### src/rtl/mult_pkg.sv
// Shared types and defaults for the Booth multiplier stream adapter.
// The state encoding and watchdog sizing live here so the top and watchdog agree.
package mult_pkg;

  localparam int DEF_N       = 8;
  localparam int DEF_TIMEOUT = 64;

  function automatic int wd_width(input int timeout);
    return $clog2(timeout + 1);
  endfunction

  localparam int DEF_WD_W = wd_width(DEF_TIMEOUT);

  typedef enum logic [1:0] {
    IDLE     = 2'd0,
    WAIT_END = 2'd1,
    DROP     = 2'd2
  } state_t;

endpackage

### src/rtl/mult_watchdog.sv
// Saturating cycle counter with synchronous clear and enable; tc flags the
// enabled cycle on which the count reaches LIMIT (combinational, no stalls).
module mult_watchdog #(
  parameter int LIMIT = 64,
  parameter int W     = $clog2(LIMIT + 1)
) (
  input  logic CLK,
  input  logic RESET,
  input  logic clr,
  input  logic en,
  output logic tc
);

  logic [W-1:0] cnt;

  always_ff @(posedge CLK or negedge RESET) begin
    if (!RESET) begin
      cnt <= '0;
    end else if (clr) begin
      cnt <= '0;
    end else if (en && (cnt != W'(LIMIT))) begin
      cnt <= cnt + W'(1);
    end
  end

  assign tc = en && (cnt == W'(LIMIT - 1));

endmodule

### src/rtl/mult_stream_adapter.sv
// Valid/ready wrapper around the START/end_mult multiplier: in->mul_start 2 cycles,
// mul_end->out_valid 1 cycle; a full result register stalls completion in WAIT_END.
module mult_stream_adapter
  import mult_pkg::*;
#(
  parameter int N       = DEF_N,
  parameter int TIMEOUT = DEF_TIMEOUT
) (
  input  logic           CLK,
  input  logic           RESET,
  input  logic           in_valid,
  output logic           in_ready,
  input  logic [N-1:0]   in_a,
  input  logic [N-1:0]   in_b,
  output logic           mul_start,
  output logic [N-1:0]   mul_a,
  output logic [N-1:0]   mul_b,
  input  logic           mul_end,
  input  logic [2*N-1:0] mul_product,
  output logic           out_valid,
  input  logic           out_ready,
  output logic [2*N-1:0] out_product,
  output logic           busy,
  output logic           timeout_err
);

  localparam int WD_W = wd_width(TIMEOUT);

  state_t         state, state_nxt;
  logic           op_full;
  logic [N-1:0]   op_a, op_b;
  logic           res_full;
  logic           launch, capture, tmo_set;
  logic           wd_en, wd_tc;

  assign in_ready  = !op_full;
  assign out_valid = res_full;
  assign mul_start = (state == WAIT_END);
  assign busy      = (state != IDLE);
  // Only idle waiting counts; a held end_mult under backpressure never times out.
  assign wd_en     = mul_start && !mul_end;

  always_comb begin
    state_nxt = state;
    launch    = 1'b0;
    capture   = 1'b0;
    tmo_set   = 1'b0;
    case (state)
      IDLE: begin
        if (op_full) begin
          launch    = 1'b1;
          state_nxt = WAIT_END;
        end
      end
      WAIT_END: begin
        if (mul_end) begin
          if (!res_full || out_ready) begin
            capture   = 1'b1;
            state_nxt = DROP;
          end
        end else if (wd_tc) begin
          tmo_set   = 1'b1;
          state_nxt = DROP;
        end
      end
      DROP: begin
        if (!mul_end) state_nxt = IDLE;
      end
      default: state_nxt = IDLE;
    endcase
  end

  always_ff @(posedge CLK or negedge RESET) begin
    if (!RESET) state <= IDLE;
    else        state <= state_nxt;
  end

  always_ff @(posedge CLK or negedge RESET) begin
    if (!RESET) begin
      op_full <= 1'b0;
      op_a    <= '0;
      op_b    <= '0;
    end else begin
      if (launch) op_full <= 1'b0;
      if (in_valid && in_ready) begin
        op_full <= 1'b1;
        op_a    <= in_a;
        op_b    <= in_b;
      end
    end
  end

  always_ff @(posedge CLK or negedge RESET) begin
    if (!RESET) begin
      mul_a <= '0;
      mul_b <= '0;
    end else if (launch) begin
      mul_a <= op_a;
      mul_b <= op_b;
    end
  end

  // Capture wins over the downstream pop so a simultaneous drain+refill stays full.
  always_ff @(posedge CLK or negedge RESET) begin
    if (!RESET) begin
      res_full    <= 1'b0;
      out_product <= '0;
    end else if (capture) begin
      res_full    <= 1'b1;
      out_product <= mul_product;
    end else if (out_valid && out_ready) begin
      res_full    <= 1'b0;
    end
  end

  always_ff @(posedge CLK or negedge RESET) begin
    if (!RESET)       timeout_err <= 1'b0;
    else if (tmo_set) timeout_err <= 1'b1;
  end

  mult_watchdog #(
    .LIMIT (TIMEOUT),
    .W     (WD_W)
  ) u_watchdog (
    .CLK   (CLK),
    .RESET (RESET),
    .clr   (launch),
    .en    (wd_en),
    .tc    (wd_tc)
  );

endmodule

### config.mk
export PLATFORM = sky130hd
export DESIGN_NAME = mult_stream_adapter
export DESIGN_NICKNAME = d
export VERILOG_FILES = /design/src/rtl/mult_pkg.sv /design/src/rtl/mult_watchdog.sv /design/src/rtl/mult_stream_adapter.sv
export SDC_FILE = /design/constraint.sdc
export NUM_CORES = 1
export LEC_CHECK = 0
export ABC_AREA = 1
export CAP_MARGIN = 20
export CORE_ASPECT_RATIO = 0.8
export CORE_UTILIZATION = 40
export DETAILED_ROUTE_END_ITERATION = 8
export GPL_TIMING_DRIVEN = 0
export PLACE_DENSITY = 0.69
export SYNTH_ARGS = -nofsm -noshare
export SYNTH_HDL_FRONTEND = slang
export SYNTH_SLANG_ARGS = --single-unit
### constraint.sdc
create_clock -name CLK -period 1.5 [get_ports CLK]
set_input_delay 0.375 -clock CLK [delete_from_list [all_inputs] [get_ports CLK]]
set_output_delay 0.375 -clock CLK [all_outputs]
set_load 0.01 [all_outputs]
== Word level (Yosys, flattened, before mapping) ==
Index checks and enable logic that the tools add are counted.
Storage, ports and cells
  word-level logic and storage cells: 54
  output and inout port bits: 37
  bits of input ports: 37
  register bits after elaboration: 60
Cells by class
  multiplexer cells: 20
  eq/ne operators: 8
  add/sub/neg operators: 1
  reduce and logical (&&, ||, !) cells: 15
Operator list (number)
  $mux 7: 2
  $mux 1: 12
  $mux 2: 5
  $reduce_bool 2->1: 4
  $add 7x1->7 const B: 1
  $eq 7x6->1 const B: 1
  $ne 7x7->1 const B: 1
  $pmux 2 s3: 1
  $logic_and 1x1->1: 5
  $ne 2x2->1 const B: 2
  $reduce_and 4->1: 1
  $logic_not 1->1: 3
  $ne 3x1->1 const B: 1
  $ne 3x2->1 const B: 1
  $eq 2x1->1 const B: 1
  $eq 2x2->1 const B: 1
  $logic_not 2->1: 1
  $logic_or 1x1->1: 1

== Longest topological paths before layout ==
Gate-level depths: netlist of the first run.
  depth after elaboration: 6
  gate-level depth with buffers: 10
  gate-level depth less buffers: 10

== Modules after synthesis ==
Synthesis of the first run repeated with hierarchy kept, for this count alone.
Second synthesis, totals
  cells, all modules: 285
  area, all modules: 2596.2 um^2
By module, submodules not included
  mult_stream_adapter: seq. area each 1326.3 um^2, cells an instance 225, times used 1, area an instance 2170.8 um^2
  mult_watchdog: seq. area each 175.2 um^2, cells an instance 60, times used 1, area an instance 425.4 um^2

== Least setup slack after synthesis of the first run ==
No wires, ideal clock.
  kind: flip-flop to flip-flop
  from: register u_watchdog.cnt[0]
  to: register u_watchdog.cnt[3]
  arrival: 1.027 ns
  cell stages (with the launch flop): 11
  path slack: 0.355 ns
  period minus slack after synthesis: 1.145 ns
  data required time: 1.382 ns
  library setup time: 0.118 ns
  buffers on the path: 0
  cells stage by stage: dfrtp_1 -> inv_1 -> ha_1 -> nand2_1 -> inv_1 -> nand3_2 -> nand2_2 -> nand2_2 -> inv_2 -> nand2_1 -> nand2_1
Between the ends
  longest elaborated chain between the ends: 3
  elaborated cells on any way between the ends: 6
  classes of those cells: add/sub (1); eq/ne (1); mux (2); reduce/logical (2)
RTL lines
  start: declaration: RTL line mult_watchdog.sv:14  | logic [W-1:0] cnt;
  start signal: assignment: RTL line mult_watchdog.sv:22  | cnt <= cnt + W'(1);
  $add 7x1->7 or $ne 7x7->1 (tied branches): RTL line mult_watchdog.sv:22, mult_watchdog.sv:21
  $mux 7 or $logic_and 1x1->1 (tied branches): RTL line mult_watchdog.sv:21  | end else if (en && (cnt != W'(LIMIT))) begin
  $mux 7 or $reduce_bool 2->1 (tied branches)
Parallel ways exist; a longest one is shown, timed or not. The select of a mux whose other input is x is not followed.
A chain may end at the register's enable or synchronous reset.

== Worst setup path in the final report of the first run ==
  from: register state[1]
  to: output port mul_start
Between the ends
  longest elaborated chain between the ends: 1
RTL lines
  start: declaration: RTL line mult_stream_adapter.sv:29  | state_t state, state_nxt;
  start signal: assignment: RTL line mult_stream_adapter.sv:75  | else state <= state_nxt;
  $eq 2x1->1: RTL line mult_stream_adapter.sv:38  | assign mul_start = (state == WAIT_END);
  end: declaration: RTL line mult_stream_adapter.sv:15  | output logic mul_start,
Every way passes these cells.

==> impl_results.md, run 1 <==
- Synth Net Count: 311
- Flops & latches, synth: 60
- Vias in the first global route: 1,983
- CP arrival: 1.08 ns
- Initial antenna violation count: 0
- Routed length on met2: 2630 um
- Max VDD drop: 910 uV
- Combinational share of power: 40.8%
- Synth unique cells: 26
- Starting Density: 42.4%
- Leak: 1.84 nW
- Fraction of layout cells with a size suffix above 1: 17.5%
- Top FF cell, synth: dfrtp_1
- Top cell type by total area after synthesis: dfrtp_1
- Pre-antenna DRT Iters: 4
- CP Data Required Time: 1.12 ns
- Critical path fanouts, max: 4
- Core Util, Final: 59.1%
- Power density cells: 1930 nW/um2
- Gr ovfl total: 0
- Post-CTS Hold Fix Bufs: 0
- Syn avg cell area: 9.46 um2
- Internal Power: 4.37 mW
- Final Critical Period: 1.45 ns
- Asr flop ratio synth: 100%
- Sequential-to-total area share from yosys stat: 58.4%
- H-tree levels: 3
- Endpoints failing setup: 0
- CORE AREA: 6070 um2
- Post-route ant nets: 0
- Max Cap Violations: 0
- Critical path class: reg -> out
- Fin Clk Skew: 0.00926 ns
- Rel. slew slack: 55.0%
- Top layer in use: met4
- Largest net degree at the start of global routing: 33
- Gr usage total: 18.2%
- Die area: 6760 um2
- CTS buffer count: 9
- Sw Share: 36.9%
- Register Area: 1500 um2
- R2R depth: 8
- Routed wire length per instance: 12.4 um
- Final Max Tran Viols: 0
- Clock transition at the registers of the reported paths: 0.06 ns
- Fin nets: 399
- Layout area overhead: 39.5%
- Via-to-Cell Ratio: 4.54
- Gate Count Post-Synth: 272
- Gp weighted congestion: 0.779
- CP Capture Type: primary output
- Class of the worst hold path: in -> async
- Synth top area cells: dfrtp_1 (58%), nand2_1 (8.9%), inv_1 (5.4%)
- Layout fillers: 561
- Final worst-path setup slack: 0.0460 ns
- Initial DRC Count: 119
- TritonCTS clock tree: done
- Synthesized area: 2570 um2
- Die X: 91.7 um
- Met3 WL: 202 um
- Vias: 2,025
- Power Total: 6.92 mW
- # DRC: 0
- Peak Freq: 688 MHz
- Crit start category: flop
- Count leader, synth: nand2_1
- Status: finished, final reports clean
- Worst-skew pair later-pin latency: 0.34 ns
- Final Hold Fails: 0
- Post-synth top area share: 58.4%
- Switching power: 2.55 mW
- Dpl ws: -0.188 ns
- RSZ-0062 raised after global routing: false
- Number of cell rows: 25
- Final hold slack: 0.0763 ns
- Syn. warnings: 0
- Clock share of power: 21.0%
- CTS sink cnt: 60
- Commonest cells post-synth: nand2_1 (61), dfrtp_1 (60), inv_1 (37)
- Seq pwr share: 38.2%
- Clk buf depth: 2
- First-pass GRT wire length: 9270 um
- Post-synth EDFFs: 0
- WL final: 5530 um
- Area of the multi-input gates: 823 um2
- Fin crit share: 96.9%
- Antenna Cells: 0
- I/O Buffers: 73
- Slew @ Worst Pin: 0.675 ns
- Post-DP HPWL: 3890 um
- Clock Tree Root: clkbuf_8
- Die H: 73.7 um
- Io pins: 74
- Wl on met1: 2570 um
[sequential cells by signal, summed over array words and instances, names as in the netlist]
signal	cells
mul_a	8
mul_b	8
op_a	8
op_b	8
op_full	1
out_product	16
out_valid	1
state	2
timeout_err	1
u_watchdog.cnt	7
[worst max-delay path, cell delays in order (launching register included)]
cell and delay (ns):
dfrtp_1 0.39, inv_2 0.08, nand2_2 0.09, inv_4 0.07, buf_2 0.12
[path summary, 6_finish.rpt]
kind | from | end | slack (ns)
worst min register to register | timeout_err$_DFFE_PN0P_ | timeout_err$_DFFE_PN0P_ | 0.46
min in group CLK | timeout_err$_DFFE_PN0P_ | timeout_err$_DFFE_PN0P_ | 0.46
worst max-delay path | state[1]$_DFFE_PN0P_ | mul_start | 0.05
worst max register to register | state[1]$_DFFE_PN0P_ | out_product[14]$_DFFE_PN0P_ | 0.16
max in group asynchronous | RESET | mul_b[2]$_DFFE_PN0P_ | 0.83
worst min-delay path | RESET | out_product[9]$_DFFE_PN0P_ | 0.08
[kinds of logic (layout without fill, tap and decap cells)]
logic type      count (synthesis)  in the layout  share of synthesized area [%]
simple gates                  103            103                           18.3
mux                             2              2                          0.875
buf+inv                        53            146                           9.63
flops                          60             60                           58.4
fa+ha+maj                       2              2                          0.973
xor+xnor                        2              2                          0.681
compound gates                 50             50                           11.1
[through the flow]
stage / cells / area [um2] / setup TNS (ns)
after CTS: 443 / 3570 / 0
after global placement: 426 / 3400 / -114.27
after detailed placement: 427 / 3420 / -2.91
after global routing: 446 / 3590 / 0
final: 446 / 3590 / 0
after floorplan: 272 / 2570 / 0
[power by group through the flow]
| stage | Combinational, mW | Sequential (mW) | Clock, mW |
|---|---|---|---|
| 3_3_place_gp | 3.06 | 2.67 | 0 |
| 3_5_place_dp | 3.14 | 2.68 | 0 |
| 6_report | 2.82 | 2.64 | 1.45 |
| 2_1_floorplan | 1.49 | 2.85 | 0 |
| 5_1_grt | 3.17 | 2.72 | 1.57 |
| 4_1_cts | 2.81 | 2.64 | 1.50 |
[final cells by class]
type | count | share of cell area [%]
flip-flops and latches | 60 | 41.8
inverters | 44 | 4.74
repair buffers | 77 | 19.8
multi-input cells | 159 | 22.9
plain buffers | 9 | 2.23
clock buffers | 10 | 3.84
well taps | 81 | 2.82
clock inverters | 6 | 1.78
[timing repair]
| item | 4_1_cts | 5_1_grt |
|---|---|---|
| endpoints found under the setup margin | 37 | 2 |
| cloned | 0 | 0 |
| gates resized for setup | 44 | 2 |
| buffers inserted | 0 | 3 |
[metal layers]
layer | up-vias | global-route usage, %
met5 | - | 0
li1 | 1021 | -
met1 | 954 | 23.6
met3 | 12 | 5.59
met2 | 38 | 28.5
met4 | 0 | 7.94
[layout by cell type (no fill, tap or decap), types with 4 or more instances in the layout]
| cell type | n |
|---|---|
| inv_1 | 37 |
| clkbuf_8 | 10 |
| inv_2 | 5 |
| o21ai_2 | 8 |
| buf_6 | 4 |
| nand3_1 | 5 |
| o21ai_0 | 10 |
| nand2_2 | 5 |
| dfrtp_1 | 60 |
| buf_2 | 7 |
| nand2_1 | 61 |
| nor2_1 | 21 |
| dlygate4sd2_1 | 34 |
| o21ai_1 | 16 |
| clkdlybuf4s50_1 | 35 |
| a21oi_1 | 14 |
(Power assumes the default switching activity.)
==> run 2: changes to the inputs <==
--- a/config.mk
+++ b/config.mk
@@ -5,13 +5,13 @@
 export SDC_FILE = /design/constraint.sdc
 export NUM_CORES = 1
 export LEC_CHECK = 0
-export ABC_AREA = 1
+export ABC_AREA = 0
 export CAP_MARGIN = 20
 export CORE_ASPECT_RATIO = 0.8
 export CORE_UTILIZATION = 40
 export DETAILED_ROUTE_END_ITERATION = 8
 export GPL_TIMING_DRIVEN = 0
-export PLACE_DENSITY = 0.69
+export PLACE_DENSITY = 0.7
 export SYNTH_ARGS = -nofsm -noshare
 export SYNTH_HDL_FRONTEND = slang
 export SYNTH_SLANG_ARGS = --single-unit
==> run 2 against run 1 <==
Compared with the run above: the run now ends with negative setup slack left; sequential power up 4%; global-route usage down 1.4 points; wire length down 8.0%; largest cell class unchanged; sequential cell count unchanged.
==> impl_results.md, run 2 <==
- Status: complete, but fails checks
- Failing checks: negative setup slack
- Syn. warnings: 0
- Final worst-path setup slack: -0.0870 ns
- Post-CTS Hold Fix Bufs: 0
- Clock Tree Root: clkbuf_8
- Antenna Cells: 0
- Critical path fanouts, max: 4
- Crit start category: flop
- H-tree levels: 3
- Peak Freq: 630 MHz
- Rel. slew slack: 60.8%
- Final Critical Period: 1.59 ns
- Max Cap Violations: 0
- CP Capture Type: flop
- Clock transition at the registers of the reported paths: 0.07 ns
- Count leader, synth: dfrtp_1
- Starting Density: 41.3%
- Max reg flops: 16
- Leak: 1.71 nW
- Fin crit share: 106%
- Max VDD drop: 960 uV
- Layout fillers: 499
- I/O Buffers: 73
- Die X: 89.4 um
- Vias: 1,790
- Top reg by flops: out_product
- Fin Clk Skew: 0.00685 ns
- Critical path class: reg -> reg
- Pre-antenna DRT Iters: 4
- Initial antenna violation count: 0
- Synth Net Count: 241
- Io pins: 74
- Asr flop ratio synth: 100%
- Commonest cells after routing, fill and taps aside: nand2_1 (58), dfrtp_1 (58), dlygate4sd2_1 (36), clkdlybuf4s50_1 (34), mux2_2 (33)
- Via-to-Cell Ratio: 4.67
- Post-DP HPWL: 3300 um
- Worst-skew pair later-pin latency: 0.34 ns
- Flops & latches, synth: 60
- Post-synth top area share: 61.5%
- TritonCTS clock tree: done
- Clk buf depth: 2
- Class of the worst hold path: in -> async
- Die area: 6420 um2
- Post-synth EDFFs: 0
- Power density cells: 1960 nW/um2
- Gate Count Post-Synth: 202
- Final Hold Fails: 0
- CTS buffer count: 9
- Layout area overhead: 46.7%
- Commonest cells post-synth: dfrtp_1 (60), nand2_1 (58), mux2_2 (33)
- CORE AREA: 5910 um2
- Die H: 71.9 um
- Final hold slack: 0.0361 ns
- Routed wire length per instance: 13.3 um
- Gr usage total: 16.8%
- RSZ-0062 raised after global routing: true
- Slew @ Worst Pin: 0.588 ns
- Endpoints failing setup: 2
- Fraction of layout cells with a size suffix above 1: 26.8%
- Number of cell rows: 25
- Fin nets: 336
- Synth unique cells: 35
- Power Total: 7.04 mW
- Sequential-to-total area share from yosys stat: 61.5%
- Largest net degree at the start of global routing: 37
- Top FF cell, synth: dfrtp_1
- CP arrival: 1.81 ns
- Syn avg cell area: 12.1 um2
- CP Data Required Time: 1.72 ns
- Synthesized area: 2440 um2
- Vias in the first global route: 1,730
- WL final: 5080 um
- Gp weighted congestion: 0.692
- # DRC: 0
- Post-route ant nets: 0
- First-pass GRT wire length: 7940 um
- CTS sink cnt: 60
- Synth top area cells: dfrtp_1 (61%), mux2_2 (15%), nand2_1 (8.9%)
- Initial DRC Count: 92
- Final Max Tran Viols: 0
- Gr ovfl total: 0
- Top cell type by total area after synthesis: dfrtp_1
run 2: cell families (layout without fill, tap and decap cells):
group / after synthesis / in the layout / synth area share, %
multiplexers: 36 / 36 / 16.4
buffers and inverters: 14 / 114 / 2.72
flip-flops: 60 / 60 / 61.5
AO/OA/AOI/OAI: 10 / 10 / 3.13
adder cells (fa/ha/maj): 2 / 2 / 1.02
AND/OR/NAND/NOR: 80 / 80 / 15.2
run 2: power breakdown:
group	internal [mW]	switching [mW]	leakage, nW
Sequential	2.36	0.374	0.727
Clock	0.759	0.618	0.0931
Combinational	1.62	1.31	0.886
Total	4.74	2.30	1.71
run 2: cell type report:
class / instances / area [um2] / share of cell area, %
Sequential cell: 60 / 1500 / 42.0
Multi-Input combinational cell: 128 / 892 / 24.9
Timing Repair Buffer: 85 / 807 / 22.5
Clock buffer: 11 / 131 / 3.67
Tap cell: 81 / 101 / 2.83
Buffer: 7 / 72.6 / 2.03
Clock inverter: 5 / 52.6 / 1.47
Inverter: 6 / 22.5 / 0.628
run 2: final timing paths:
kind / startpoint / endpoint / slack [ns] / cells past startpoint
max reg2reg: u_watchdog.cnt[5]$_DFFE_PN0P_ / u_watchdog.cnt[1]$_DFFE_PN0P_ / -0.09 / 3
min: RESET / out_product[9]$_DFFE_PN0P_ / 0.04 / 1
max: u_watchdog.cnt[5]$_DFFE_PN0P_ / u_watchdog.cnt[1]$_DFFE_PN0P_ / -0.09 / 3
max in group asynchronous: RESET / u_watchdog.cnt[0]$_DFFE_PN0P_ / 0.86 / 2
min in group CLK: op_a[7]$_DFFE_PN0P_ / mul_a[7]$_DFFE_PN0P_ / 0.46 / 2
min reg2reg: op_a[7]$_DFFE_PN0P_ / mul_a[7]$_DFFE_PN0P_ / 0.46 / 2
run 2: what timing repair did:
item | in CTS | in global routing
cloned | 0 | 1
setup buffers | 4 | 6
pin swaps | 0 | 2
gates resized for setup | 57 | 15
endpoints found under the setup margin | 81 | 45
run 2: layer usage:
| metal | track usage, % | vias up | share of wire (%) |
|---|---|---|---|
| met5 | 0 | - | 0 |
| met4 | 5.29 | 0 | 1.0 |
| li1 | - | 871 | - |
| met2 | 25.9 | 57 | 44 |
| met3 | 8.99 | 6 | 8.3 |
| met1 | 20.5 | 856 | 47 |
run 2: through the flow:
stage          utilization [%]  setup TNS (ns)  instance area (um2)  cells  setup WS (ns)
4_1_cts                   58.9          -0.202                 3480    376         -0.104
3_5_place_dp              55.7          -14.96                 3290    357         -0.477
3_3_place_gp              55.5         -129.33                 3280    356          -1.92
2_1_floorplan                -         -0.0184                 2450    202        -0.0184
6_report                  60.6          -0.172                 3580    383        -0.0870
5_1_grt                   60.6          -0.722                 3580    383         -0.133
run 2: worst max-delay path: stages (launching register included):
cell and delay (ns):
dfrtp_1 0.41, or4_4 0.56, o21bai_4 0.15, mux2_2 0.35
==> RTL edit (config.mk and constraints of run 2) <==
`DEF_N`: 8 -> 9.
--- a/src/rtl/mult_pkg.sv
+++ b/src/rtl/mult_pkg.sv
@@ -4,3 +4,3 @@
 
-  localparam int DEF_N       = 8;
+  localparam int DEF_N       = 9;
   localparam int DEF_TIMEOUT = 64;
Ports: changed (6 resized); port bits go from 74 to 82. The function was not compared with the original's and may differ.
==> RTL edit against run 2 <==
The flow still finishes with violations (negative setup slack); total power is 22% higher; sequential cell count is 6 higher; cell count shrank 2.3%; cell area grew 14%; worst setup slack got worse by 38 ps; synthesized area rose by 11%; routed wire length rose by 7.1%; sequential share of layout area shrank 1.5 points; critical path type unchanged.
==> RTL edit: results (changes against run 2) <==
[global_routing]
met2_usage_pct = 24.2  ; -1.6 points
grt_pass1_wl_mm = 8.38  ; +5.6%
grt.met1_usage_pct = 20.9  ; +0.47 points
grt_pass1_vias = 1719  ; -0.64%

[power_and_ir_drop]
switching_share_pct = 29.0  ; -3.7 points
pwr.group.clock_w = 0.00158  ; +14%
power_w = 0.00860  ; +22%
pwr-share-comb_pct = 45.6  ; +4.0 points
powerDensity_nw_per_um2 = 2100  ; +7.1%

[timing]
fin_worst_skew_ps = 5.52  ; -1.33 ps
fin_setup_tns_ps = -2760  ; -2580 ps
layout_setup_ws_ps = -125  ; -37.5 ps
tightest_slew_ps = 815  ; +227 ps
setup_viol = 32  ; +30

[cells_and_area]
clock_buffers = 15  ; +4
largest_register_ffs = 18  ; +2
fillers = 504  ; +1.0%
inv_count = 4  ; -2
buffer_area_share_pct = 25.8  ; +1.3 points
drive_gt1_share_pct = 36.9  ; +10 points
seq_cells = 66  ; +10%
seq_share_pct = 40.4  ; -1.5 points
nNetsFinal = 328  ; -2.4%
multi_input_area_share_pct = 25.5  ; +0.62 points

[critical_path]
cp_data_arrival_time_ps = 1840  ; +30 ps
max_stage_delay_ps = 420  ; -140 ps
crit_slowest_cell = or3b_4
cp_max_fo = 10  ; +6

[logic_synthesis]
synth_compound_area_share_pct = 1.85  ; -1.3 points
synth-seq-area-share_pct = 61.1  ; -0.36 points
synth_cells = 176  ; -13%
synth.area.top_cells = dfrtp_1, mux2_2, mux2_4, mux2_1, buf_6

[drt]
num_vias = 1787  ; -0.17%
wirelength_mm = 5.45  ; +7.1%
drt_iter0_drc = 58  ; -37%
m1WireLength_mm = 2.58  ; +9.1%
wl_met2_mm = 2.40  ; +7.0%
met3_length_um = 416  ; -1.7%

[run_status]
violations = negative setup slack
status = complete, but fails checks

[place]
dpl.cell_count = 341  ; -4.5%
placed_area_um2 = 3620  ; +9.9%

[floorplanning]
die_area_um2 = 7090  ; +10%

RTL edit: cell types whose count changed in the layout (fill, tap and decap cells not counted), moves of 4 or more:
cell / change
mux2_4: +23
nand2_1: -50
buf_4: +4
clkdlybuf4s50_1: +4
dfrtp_1: +6
clkbuf_8: +4
RTL edit: what timing repair did:
action,4_1_cts,5_1_grt
pin swaps,1,1
setup endpoints to repair,79,56
gates resized for setup,65,15
cloned,2,1
buffers inserted,6,11
RTL edit: final timing paths:
path	startpoint	to	slack [ps]	depth (start not counted)
setup / recovery	state[0]	mul_a[2]	-120	5
max in group asynchronous	RESET	u_watchdog.cnt[0]	780	1
min in group CLK	timeout_err	timeout_err	470	1
hold reg to reg	timeout_err	timeout_err	470	1
hold / removal	RESET	out_product[4]	140	1
setup reg to reg	state[0]	mul_a[2]	-120	5
RTL edit: critical path: cells and delay by family (launching register included):
kind | cells | cell delay [ps]
flops | 1 | 390
simple gates | 1 | 420
mux | 1 | 290
buf+inv | 3 | 390
